--- src/rtl/aes_gcm_pkg.sv ---
// rtl/aes_gcm_pkg.sv - shared constants, state enum and helpers for the GCM block
package aes_gcm_pkg;

    localparam int BLK   = 128;
    localparam int CNT_W = 58;

    // GF(2^128) reduction constant: 0xE1 followed by 120 zero bits
    localparam logic [BLK-1:0] R_POLY = {8'hE1, 120'h0};

    typedef enum logic [2:0] {
        S_IDLE,
        S_HKEY,
        S_J0,
        S_LEN,
        S_AAD,
        S_PT,
        S_FINAL,
        S_TAG
    } state_t;

    // number of 128-bit blocks covering len bits (partial block rounds up)
    function automatic logic [CNT_W-1:0] bit_len_to_blocks(input logic [63:0] len);
        return {1'b0, len[63:7]} + {{(CNT_W-1){1'b0}}, |len[6:0]};
    endfunction

endpackage

--- src/rtl/aes_gcm_gf128_mul.sv ---
// rtl/aes_gcm_gf128_mul.sv - bit-serial GF(2^128) multiplier, one bit per cycle
module gf128_mul
    import aes_gcm_pkg::*;
(
    input  logic           clk,
    input  logic           rst,
    input  logic           start,
    input  logic [BLK-1:0] x,
    input  logic [BLK-1:0] h,
    output logic           done,
    output logic [BLK-1:0] z
);

    logic [BLK-1:0] xs;
    logic [BLK-1:0] v;
    logic [6:0]     cnt;
    logic           busy;

    // shift-and-add: consume x from bit 127 down, V walks through the field
    always_ff @(posedge clk or posedge rst) begin
        if (rst) begin
            xs   <= '0;
            v    <= '0;
            z    <= '0;
            cnt  <= '0;
            busy <= 1'b0;
            done <= 1'b0;
        end else begin
            done <= 1'b0;
            if (start && !busy) begin
                xs   <= x;
                v    <= h;
                z    <= '0;
                cnt  <= '0;
                busy <= 1'b1;
            end else if (busy) begin
                if (xs[BLK-1]) begin
                    z <= z ^ v;
                end
                v   <= v[0] ? ((v >> 1) ^ R_POLY) : (v >> 1);
                xs  <= xs << 1;
                cnt <= cnt + 7'd1;
                if (cnt == 7'd127) begin
                    busy <= 1'b0;
                    done <= 1'b1;
                end
            end
        end
    end

endmodule

--- src/rtl/aes_gcm.sv ---
// rtl/aes_gcm.sv - GCM encryption sequencer around an external AES engine
module aes_gcm
    import aes_gcm_pkg::*;
(
    input  logic           clk,
    input  logic           reset,
    input  logic [BLK-1:0] iv,
    input  logic           iv_en,
    input  logic           key_expanded,
    output logic [BLK-1:0] aes_alg_in_blk,
    output logic           aes_alg_start,
    input  logic [BLK-1:0] aes_alg_out_blk,
    input  logic           aes_alg_done,
    input  logic [BLK-1:0] gcm_in_blk,
    input  logic           gcm_valid,
    output logic           gcm_ready,
    output logic [BLK-1:0] gcm_out_blk,
    output logic           gcm_op_done,
    output logic [BLK-1:0] gcm_tag,
    output logic           gcm_tag_done
);

    state_t           state;
    logic [95:0]      nonce;
    logic [BLK-1:0]   h_key;
    logic [BLK-1:0]   ej0;
    logic [BLK-1:0]   cb;
    logic [BLK-1:0]   acc;
    logic [BLK-1:0]   hdr;
    logic [BLK-1:0]   p_reg;
    logic [CNT_W-1:0] aad_cnt;
    logic [CNT_W-1:0] pt_cnt;
    logic             aes_wait;
    logic             mul_pend;
    logic             mul_start;
    logic [BLK-1:0]   mul_x;
    logic             mul_done;
    logic [BLK-1:0]   mul_z;

    logic             xfer;
    logic             aes_hit;
    logic [BLK-1:0]   cb_next;
    logic [BLK-1:0]   c_blk;
    logic [CNT_W-1:0] hdr_aad_n;
    logic [CNT_W-1:0] hdr_pt_n;

    assign gcm_ready = ((state == S_LEN) || (state == S_AAD) || (state == S_PT))
                       && !aes_wait && !mul_pend;
    assign xfer      = gcm_valid && gcm_ready;
    assign aes_hit   = aes_wait && aes_alg_done;
    assign cb_next   = {cb[127:32], cb[31:0] + 32'd1};
    assign c_blk     = p_reg ^ aes_alg_out_blk;
    assign hdr_aad_n = bit_len_to_blocks(gcm_in_blk[127:64]);
    assign hdr_pt_n  = bit_len_to_blocks(gcm_in_blk[63:0]);

    gf128_mul u_mul (
        .clk   (clk),
        .rst   (reset),
        .start (mul_start),
        .x     (mul_x),
        .h     (h_key),
        .done  (mul_done),
        .z     (mul_z)
    );

    // IV register: only the 96-bit nonce matters, sampled at operation start
    always_ff @(posedge clk or posedge reset) begin
        if (reset) begin
            nonce <= '0;
        end else if (iv_en) begin
            nonce <= iv[127:32];
        end
    end

    // operation sequencer: AES requests, GHASH feeding, ciphertext and tag outputs
    always_ff @(posedge clk or posedge reset) begin
        if (reset) begin
            state          <= S_IDLE;
            h_key          <= '0;
            ej0            <= '0;
            cb             <= '0;
            acc            <= '0;
            hdr            <= '0;
            p_reg          <= '0;
            aad_cnt        <= '0;
            pt_cnt         <= '0;
            aes_wait       <= 1'b0;
            mul_pend       <= 1'b0;
            mul_start      <= 1'b0;
            mul_x          <= '0;
            aes_alg_in_blk <= '0;
            aes_alg_start  <= 1'b0;
            gcm_out_blk    <= '0;
            gcm_op_done    <= 1'b0;
            gcm_tag        <= '0;
            gcm_tag_done   <= 1'b0;
        end else begin
            aes_alg_start <= 1'b0;
            gcm_op_done   <= 1'b0;
            gcm_tag_done  <= 1'b0;
            mul_start     <= 1'b0;
            case (state)
                S_IDLE: begin
                    acc <= '0;
                    if (key_expanded) begin
                        // J0 is fixed now so a later IV load only affects the next run
                        cb             <= {nonce, 32'h1};
                        aes_alg_in_blk <= '0;
                        aes_alg_start  <= 1'b1;
                        aes_wait       <= 1'b1;
                        state          <= S_HKEY;
                    end
                end
                S_HKEY: begin
                    if (aes_hit) begin
                        h_key          <= aes_alg_out_blk;
                        aes_alg_in_blk <= cb;
                        aes_alg_start  <= 1'b1;
                        state          <= S_J0;
                    end
                end
                S_J0: begin
                    if (aes_hit) begin
                        ej0      <= aes_alg_out_blk;
                        aes_wait <= 1'b0;
                        state    <= S_LEN;
                    end
                end
                S_LEN: begin
                    if (xfer) begin
                        hdr     <= gcm_in_blk;
                        aad_cnt <= hdr_aad_n;
                        pt_cnt  <= hdr_pt_n;
                        if (hdr_aad_n != '0) begin
                            state <= S_AAD;
                        end else if (hdr_pt_n != '0) begin
                            state <= S_PT;
                        end else begin
                            state <= S_FINAL;
                        end
                    end
                end
                S_AAD: begin
                    if (mul_done) begin
                        acc      <= mul_z;
                        mul_pend <= 1'b0;
                        aad_cnt  <= aad_cnt - 1'b1;
                        if (aad_cnt == {{(CNT_W-1){1'b0}}, 1'b1}) begin
                            state <= (pt_cnt != '0) ? S_PT : S_FINAL;
                        end
                    end else if (xfer) begin
                        mul_x     <= acc ^ gcm_in_blk;
                        mul_start <= 1'b1;
                        mul_pend  <= 1'b1;
                    end
                end
                S_PT: begin
                    if (mul_done) begin
                        acc      <= mul_z;
                        mul_pend <= 1'b0;
                        pt_cnt   <= pt_cnt - 1'b1;
                        if (pt_cnt == {{(CNT_W-1){1'b0}}, 1'b1}) begin
                            state <= S_FINAL;
                        end
                    end else if (aes_hit) begin
                        gcm_out_blk <= c_blk;
                        gcm_op_done <= 1'b1;
                        aes_wait    <= 1'b0;
                        mul_x       <= acc ^ c_blk;
                        mul_start   <= 1'b1;
                        mul_pend    <= 1'b1;
                    end else if (xfer) begin
                        p_reg          <= gcm_in_blk;
                        cb             <= cb_next;
                        aes_alg_in_blk <= cb_next;
                        aes_alg_start  <= 1'b1;
                        aes_wait       <= 1'b1;
                    end
                end
                S_FINAL: begin
                    if (mul_done) begin
                        acc      <= mul_z;
                        mul_pend <= 1'b0;
                        state    <= S_TAG;
                    end else if (!mul_pend) begin
                        mul_x     <= acc ^ hdr;
                        mul_start <= 1'b1;
                        mul_pend  <= 1'b1;
                    end
                end
                S_TAG: begin
                    gcm_tag      <= acc ^ ej0;
                    gcm_tag_done <= 1'b1;
                    state        <= S_IDLE;
                end
                default: state <= S_IDLE;
            endcase
        end
    end

endmodule

--- config.mk ---
export PLATFORM = sky130hd
export DESIGN_NAME = aes_gcm
export DESIGN_NICKNAME = d
export VERILOG_FILES = /design/src/rtl/aes_gcm_pkg.sv /design/src/rtl/aes_gcm_gf128_mul.sv /design/src/rtl/aes_gcm.sv
export SDC_FILE = /design/constraint.sdc
export NUM_CORES = 2
export LEC_CHECK = 0
export CAP_MARGIN = 30
export CORE_MARGIN = 4
export CORE_UTILIZATION = 30
export DETAILED_ROUTE_END_ITERATION = 16
export MAX_ROUTING_LAYER = met4
export PLACE_DENSITY = 0.58
export SETUP_SLACK_MARGIN = 0.3
export SLEW_MARGIN = 20
export SYNTH_ARGS = -nofsm -noshare
export SYNTH_HDL_FRONTEND = slang
export SYNTH_SLANG_ARGS = --single-unit
--- constraint.sdc ---
create_clock -name clk -period 88.7 [get_ports clk]
set_input_delay 13.305 -clock clk [delete_from_list [all_inputs] [get_ports clk]]
set_output_delay 13.305 -clock clk [all_outputs]
set_load 0.02 [all_outputs]
== Word-level counts from Yosys, hierarchy flattened ==
Cells that the tools add are included.
W data, S select, Z words.
Storage, ports and cells
  output and inout port bits: 388
  input bits: 390
  word-level logic and storage cells: 195
  register bits: 1894
Cells by class
  reductions and logical operators: 42
  bitwise logic cells: 10
  mux-type cells: 79
  add/sub/neg operators: 6
  equal/unequal tests: 31
Operator list (count)
  $mux W128: 21
  $pmux W128 S3: 2
  $xor A128 B128 Y128: 6
  $pmux W128 S2: 2
  $mux W58: 4
  $pmux W58 S2: 2
  $reduce_bool A58 Y1: 3
  $add A57 B1 Y58: 2
  $eq A58 B1 Y1 const B: 2
  $sub A58 B1 Y58 const B: 2
  $mux W32: 3
  $add A32 B1 Y32 const B: 1
  $mux W3: 9
  $mux W1: 26
  $ne A2 B2 Y1 const B: 12
  $pmux W3 S8: 1
  $reduce_and A3 Y1: 5
  $mux W7: 2
  $reduce_or A7 Y1: 2
  $eq A3 B3 Y1 const B: 4
  $ne A2 B1 Y1 const B: 6
  $pmux W1 S3: 4
  $reduce_bool A2 Y1: 6
  $reduce_and A2 Y1: 5
  other kinds (20): 36

== Longest topological paths before layout ==
  depth in word-level cells: 10
  mapped depth: 14
  depth with buffers taken out: 13

== Cells and area by module ==
Synthesis repeated with hierarchy kept, for this count alone.
Second synthesis, totals
  cells, all modules: 8928
  area total of the unflattened synthesis: 86628.1 um2
Modules (own cells, without submodules)
  aes_gcm: cells an instance 7224, instances 1, area an instance 68782.2 um2, seq. area each 37561.0 um2
  gf128_mul: cells an instance 1704, instances 1, area an instance 17845.9 um2, seq. area each 9834.4 um2

== Worst setup path after synthesis ==
OpenSTA, ideal clock, no wires.
  path type: input -> register
  from: input gcm_in_blk[0]
  to: register state[1]
  stages: 13
  data required time: 88618 ps
  path slack: 71900 ps
  setup time: 82 ps
  buffers on the path: 1
  arrival: 16718 ps
  cells stage by stage: nor3_1 > nand2_1 > ha_1 > ha_1 > nand3_4 > or4_4 > buf_6 > nor4_1 > xnor2_1 > or4b_2 > or4_1 > nand4bb_1 > a31oi_1
Between the ends
  longest elaborated chain between the ends: 7
Ends and longest elaborated chain
  start, declared: RTL line aes_gcm.sv:14  | input logic [BLK-1:0] gcm_in_blk,
  $reduce_or A7 Y1: RTL line aes_gcm_pkg.sv:23  | return {1'b0, len[63:7]} + {{(CNT_W-1){1'b0}}, |len[6:0]};
  $add A57 B1 Y58: RTL line aes_gcm_pkg.sv:23
  $reduce_bool A58 Y1: RTL line aes_gcm.sv:136  | end else if (hdr_pt_n != '0) begin
  $mux W2: RTL line aes_gcm.sv:136
  $mux W2: RTL line aes_gcm.sv:134  | if (hdr_aad_n != '0) begin
  $mux W3: RTL line aes_gcm.sv:130  | if (xfer) begin
  $pmux W3 S8: RTL line aes_gcm.sv:102  | case (state)
  end signal, assigned: RTL line aes_gcm.sv:149  | state <= (pt_cnt != '0) ? S_PT : S_FINAL;
  end, declared: RTL line aes_gcm.sv:23  | state_t state;
No other way between the ends. The select of a mux whose other input is x is not followed.
A chain may end at the register's enable or synchronous reset.

== Worst setup path after layout ==
  from: input gcm_in_blk[70]
  to: register state[1]
Between the ends
  longest elaborated chain between the ends: 6
Ends and longest elaborated chain (RTL line)
  $reduce_or A7 Y1: aes_gcm_pkg.sv:23
  $add A57 B1 Y58: aes_gcm_pkg.sv:23
  $reduce_bool A58 Y1: aes_gcm.sv:134
  $mux W2: aes_gcm.sv:134
  $mux W3: aes_gcm.sv:130
  $pmux W3 S8: aes_gcm.sv:102
No other way between the ends. The select of a mux whose other input is x is not followed.

==> results <==
- For the pin with the worst max-slew slack, the measured transition is 1.47 ns.
- Counting flops with a built-in enable in the synthesized netlist gives 0.
- OpenSTA, run right after detailed placement, puts the worst setup slack at 69.41 ns.
- By count the netlist is led by sky130_fd_sc_hd__nand2_1 (2290), sky130_fd_sc_hd__dfrtp_1 (1894), sky130_fd_sc_hd__o21ai_0 (875).
- The cell count after synthesis came out at 8831.
- The weighted congestion at the end of routability-driven global placement is 0.876.
- The worst-case IR drop observed on VDD is 0.0160 mV.
- The post-detailed-route via-to-cell ratio is 5.02.
- In this run the horizontal extent of the chip is 542 µm.
- The core region area is 0.283 mm².
- In the synthesized netlist the async set-or-reset flop fraction comes to 1.00.
- The number of different library cells used by synthesis comes to 71.
- Yosys printed 0 warnings.
- The wire-length estimate of the detail-placed layout is 192000 µm.
- In the final layout, flip-flops and latches occupy 0.0474 mm².
- The die area is 0.294 mm².
- In the finished design, the share of the clock period the worst path needs comes to 0.206.
- The number of failing setup endpoints in the final timing report is 0.
- After detailed routing, the number of remaining DRC violations is 0.
- In the final layout, the multi-input gates occupy 0.0359 mm².
- The final layout net count is 9718.
- The area growth from synthesis to layout is 21.9%.
- The number of hold-slack violations in the final timing report came to 0.
- The detailed router finished its first iteration with 5365 violations.
- The signal on the critical path passes through clkdlybuf4s50_1 > nor4_1 > nand2_1 > ha_1 > ha_1 > nand4_1 > nor4_4 > nand4_1 > o21a_1 > nor4_1 > nand4_1 > nor4_2 > nand4bb_1 > a31oi_1.
- The kind of capture point of the worst setup path is a flip-flop.
- For this run, the register share of the synthesized area comes to 0.554.
- The final worst setup slack is 70.46 ns.
- The routed design has 286000 µm of wire.
- Between clock sinks in the finished design, the worst skew comes to 0.0759 ns.
- The standby leakage power is 0.0461 µW.
- The predominant post-synthesis flop cell is sky130_fd_sc_hd__dfrtp_1.
- The slowest stage cell on the critical path is sky130_fd_sc_hd__nor4_2.
- Across all layers, the routed design uses 66700 vias.
- After detailed routing, the average wire length per cell comes to 21.5 µm.
- At the end of the flow the core is filled with cells to 0.368.
- Headroom to the max-slew limit came out at 0.0178.
- By instance count, the leading cell after synthesis is sky130_fd_sc_hd__nand2_1.
- Of the cells placed in the final design, the portion with a size suffix greater than 1 is 0.0932.
- The via count of the first global-routing pass was 67200.
- The clock buffer count from CTS is 213.
- The tool flagged a number of max-cap violations equal to 0.
- The setup TNS after final layout is 0 ns.
- In this run the worst path has a maximum fanout of 15.
- The cell taking the most area after synthesis is sky130_fd_sc_hd__dfrtp_1.
- Hold repair after CTS inserted 0 buffers.
- The first detailed-routing pass ran for 6 iterations.
- The clock period could shrink to 18.24 ns.
- The global-route wire length before repair is 432000 µm.
- Setup repair after global routing left no endpoint under its margin.
- The critical setup path kind is in2reg.
- In this design, the stage delay of the slowest critical-path cell is 0.94 ns.
- The y dimension of the die is 542 µm.
- In the global route stage, overall resource usage came out at 0.195.
- The number of buffers and inverters on the critical path is 1.
- The floorplan has 195 rows.
- Dividing the synthesized area by the synthesized cell count gives 9.68 µm².
- For this run, the top clock speed supported by timing is 0.0548 GHz.
- The total power divided by cell area is 17.7 mW/mm².
- The run finished with clean final reports.
- The number of setup buffers added after CTS is 0.
- The area share of the largest cell type after synthesis is 0.554.
- After synthesis the netlist holds a flip-flop and latch count of 1894.
- Synthesis produced a netlist with a net count of 9231.
- The cell sitting at the root of the clock tree is a sky130_fd_sc_hd__clkbuf_16.
- After filler insertion, the fill cell instance count of the layout stands at 28000.
- The initial utilization of the core area, before any placement, comes to 0.302.
- Entering global routing, the biggest net connects 189 pins.
- The required time of the critical path is 89.48 ns.
- The number of gates given a new drive strength after cts is 0.
- The number of standard cells in the final layout excluding fillers is 13300.
- The critical path's top delay family is simple AND/OR/NAND/NOR gates.
- The cell that appears most often on the critical path is sky130_fd_sc_hd__nand4_1.
- The clock insertion delay at the later pin of the skew report is 0.89 ns.
- The total clock sinks is 1894.
- After synthesis the cells add up to 0.0855 mm².
- The path class of the tightest hold or removal check is reg2reg.
- After synthesis, the cell types taking the most area are sky130_fd_sc_hd__dfrtp_1 (55%), sky130_fd_sc_hd__nand2_1 (10%), sky130_fd_sc_hd__o21ai_0 (5.1%), sky130_fd_sc_hd__mux2_2 (4.7%), sky130_fd_sc_hd__xor2_1 (3.5%).
- TritonCTS built the clock tree.
- The count of port buffers added during placement is 745.
- The remaining antenna violation count is 0.
- The number of cells in the design after placement is 12800.
- The H-tree was split into 4 levels.
- 778 I/O pins were placed.
- For the worst setup path, the data arrival time is 19.02 ns.
- After global routing the overflow that remains totals 0.
- The number of antenna violations at the first check in global routing was 62.
- The worst setup path is launched from an input pin.
- Clock-pin slew was measured on the worst setup and hold paths at 0.06 ns.
- The final number of max-transition violations came to 0.
- No sink is reached through more buffers than the 4 on the longest clock path.
==> report_power, final <==
part	leakage, µW	internal, µW	total, µW	switching [µW]
logic	0.0166	29.6	75.8	46.2
registers	0.0261	869	871	2.37
clock network	0.00343	513	896	383
==> cells in the final DEF (no fill, tap or decap), drive strengths merged, types with 38 or more instances in the layout <==
cell	Yosys	final
buf	73	141
nor4	53	53
nor2	544	544
a221oi	131	131
clkinv	0	49
mux2i	260	260
mux2	356	356
inv	25	38
clkbuf	541	301
nand3	298	298
xor2	339	339
clkdlybuf4s50	0	744
diode	0	54
dfrtp	1894	1894
nand2	2290	2290
and3	49	49
a21oi	279	279
xnor2	319	319
nand4	58	58
o21ai	875	875
nor3	103	103
==> cell families after synthesis <==
group	after synthesis	synth area share
AOI/OAI and AO/OA	1466	0.0977
xor gates and xnor gates	658	0.0674
and+or+nand+nor	3548	0.173
DFF	1894	0.554
adders and majority gates	10	0.00146
buffers and inverters	639	0.0286
muxes	616	0.0773
==> through the flow <==
stage,total power [µW],hold WS [ns],area [µm²]
2_1_floorplan,925,0.433,85500
3_3_place_gp,961,0.450,96500
5_1_grt,1910,0.463,104000
6_report,1840,0.424,104000
3_5_place_dp,962,0.455,96700
4_1_cts,1870,0.417,104000
==> final cells by class <==
cell class | count | area share
Multi-Input combinational cell | 6298 | 0.344
Clock buffer | 301 | 0.0576
Sequential cell | 1894 | 0.455
Clock inverter | 86 | 0.00978
Tap cell | 3743 | 0.0449
Inverter | 25 | 0.000972
Timing Repair Buffer | 886 | 0.0865
Antenna cell | 54 | 0.00130
==> layer usage <==
metal	track usage	part of all wire	vias up	wire, µm
met5	-	0	-	0
li1	-	-	30800	-
met3	0.0535	0.083	394	23800
met1	0.255	0.44	33300	125000
met2	0.297	0.45	2130	129000
met4	0.0574	0.029	0	8190
==> worst reg2reg max path: stages, from the launching register on <==
cell and delay [ns]:
sky130_fd_sc_hd__dfrtp_1 0.72, sky130_fd_sc_hd__nand2_1 0.16, sky130_fd_sc_hd__mux2_2 0.29, sky130_fd_sc_hd__nor3_1 0.64, sky130_fd_sc_hd__nand2_1 0.32, sky130_fd_sc_hd__nor3_2 0.33, sky130_fd_sc_hd__buf_4 0.78, sky130_fd_sc_hd__nor2_4 0.08
sky130_fd_sc_hd__buf_4 0.40, sky130_fd_sc_hd__buf_4 0.41, sky130_fd_sc_hd__buf_16 0.28, sky130_fd_sc_hd__nand3_1 0.19, sky130_fd_sc_hd__nand2_1 0.07
==> final timing paths <==
kind	from	to	slack, ns	cells after the start
min in group asynchronous	reset	p_reg[126]	13.04	2
max in group asynchronous	reset	aes_alg_in_blk[65]	71.11	10
max reg2reg	state[1]	aes_alg_in_blk[46]	83.97	12
min	cb[79]	aes_alg_in_blk[79]	0.42	2
min reg2reg	cb[79]	aes_alg_in_blk[79]	0.42	2
max	gcm_in_blk[70]	state[1]	70.46	14
No activity file was read; power rests on OpenSTA's default activity.
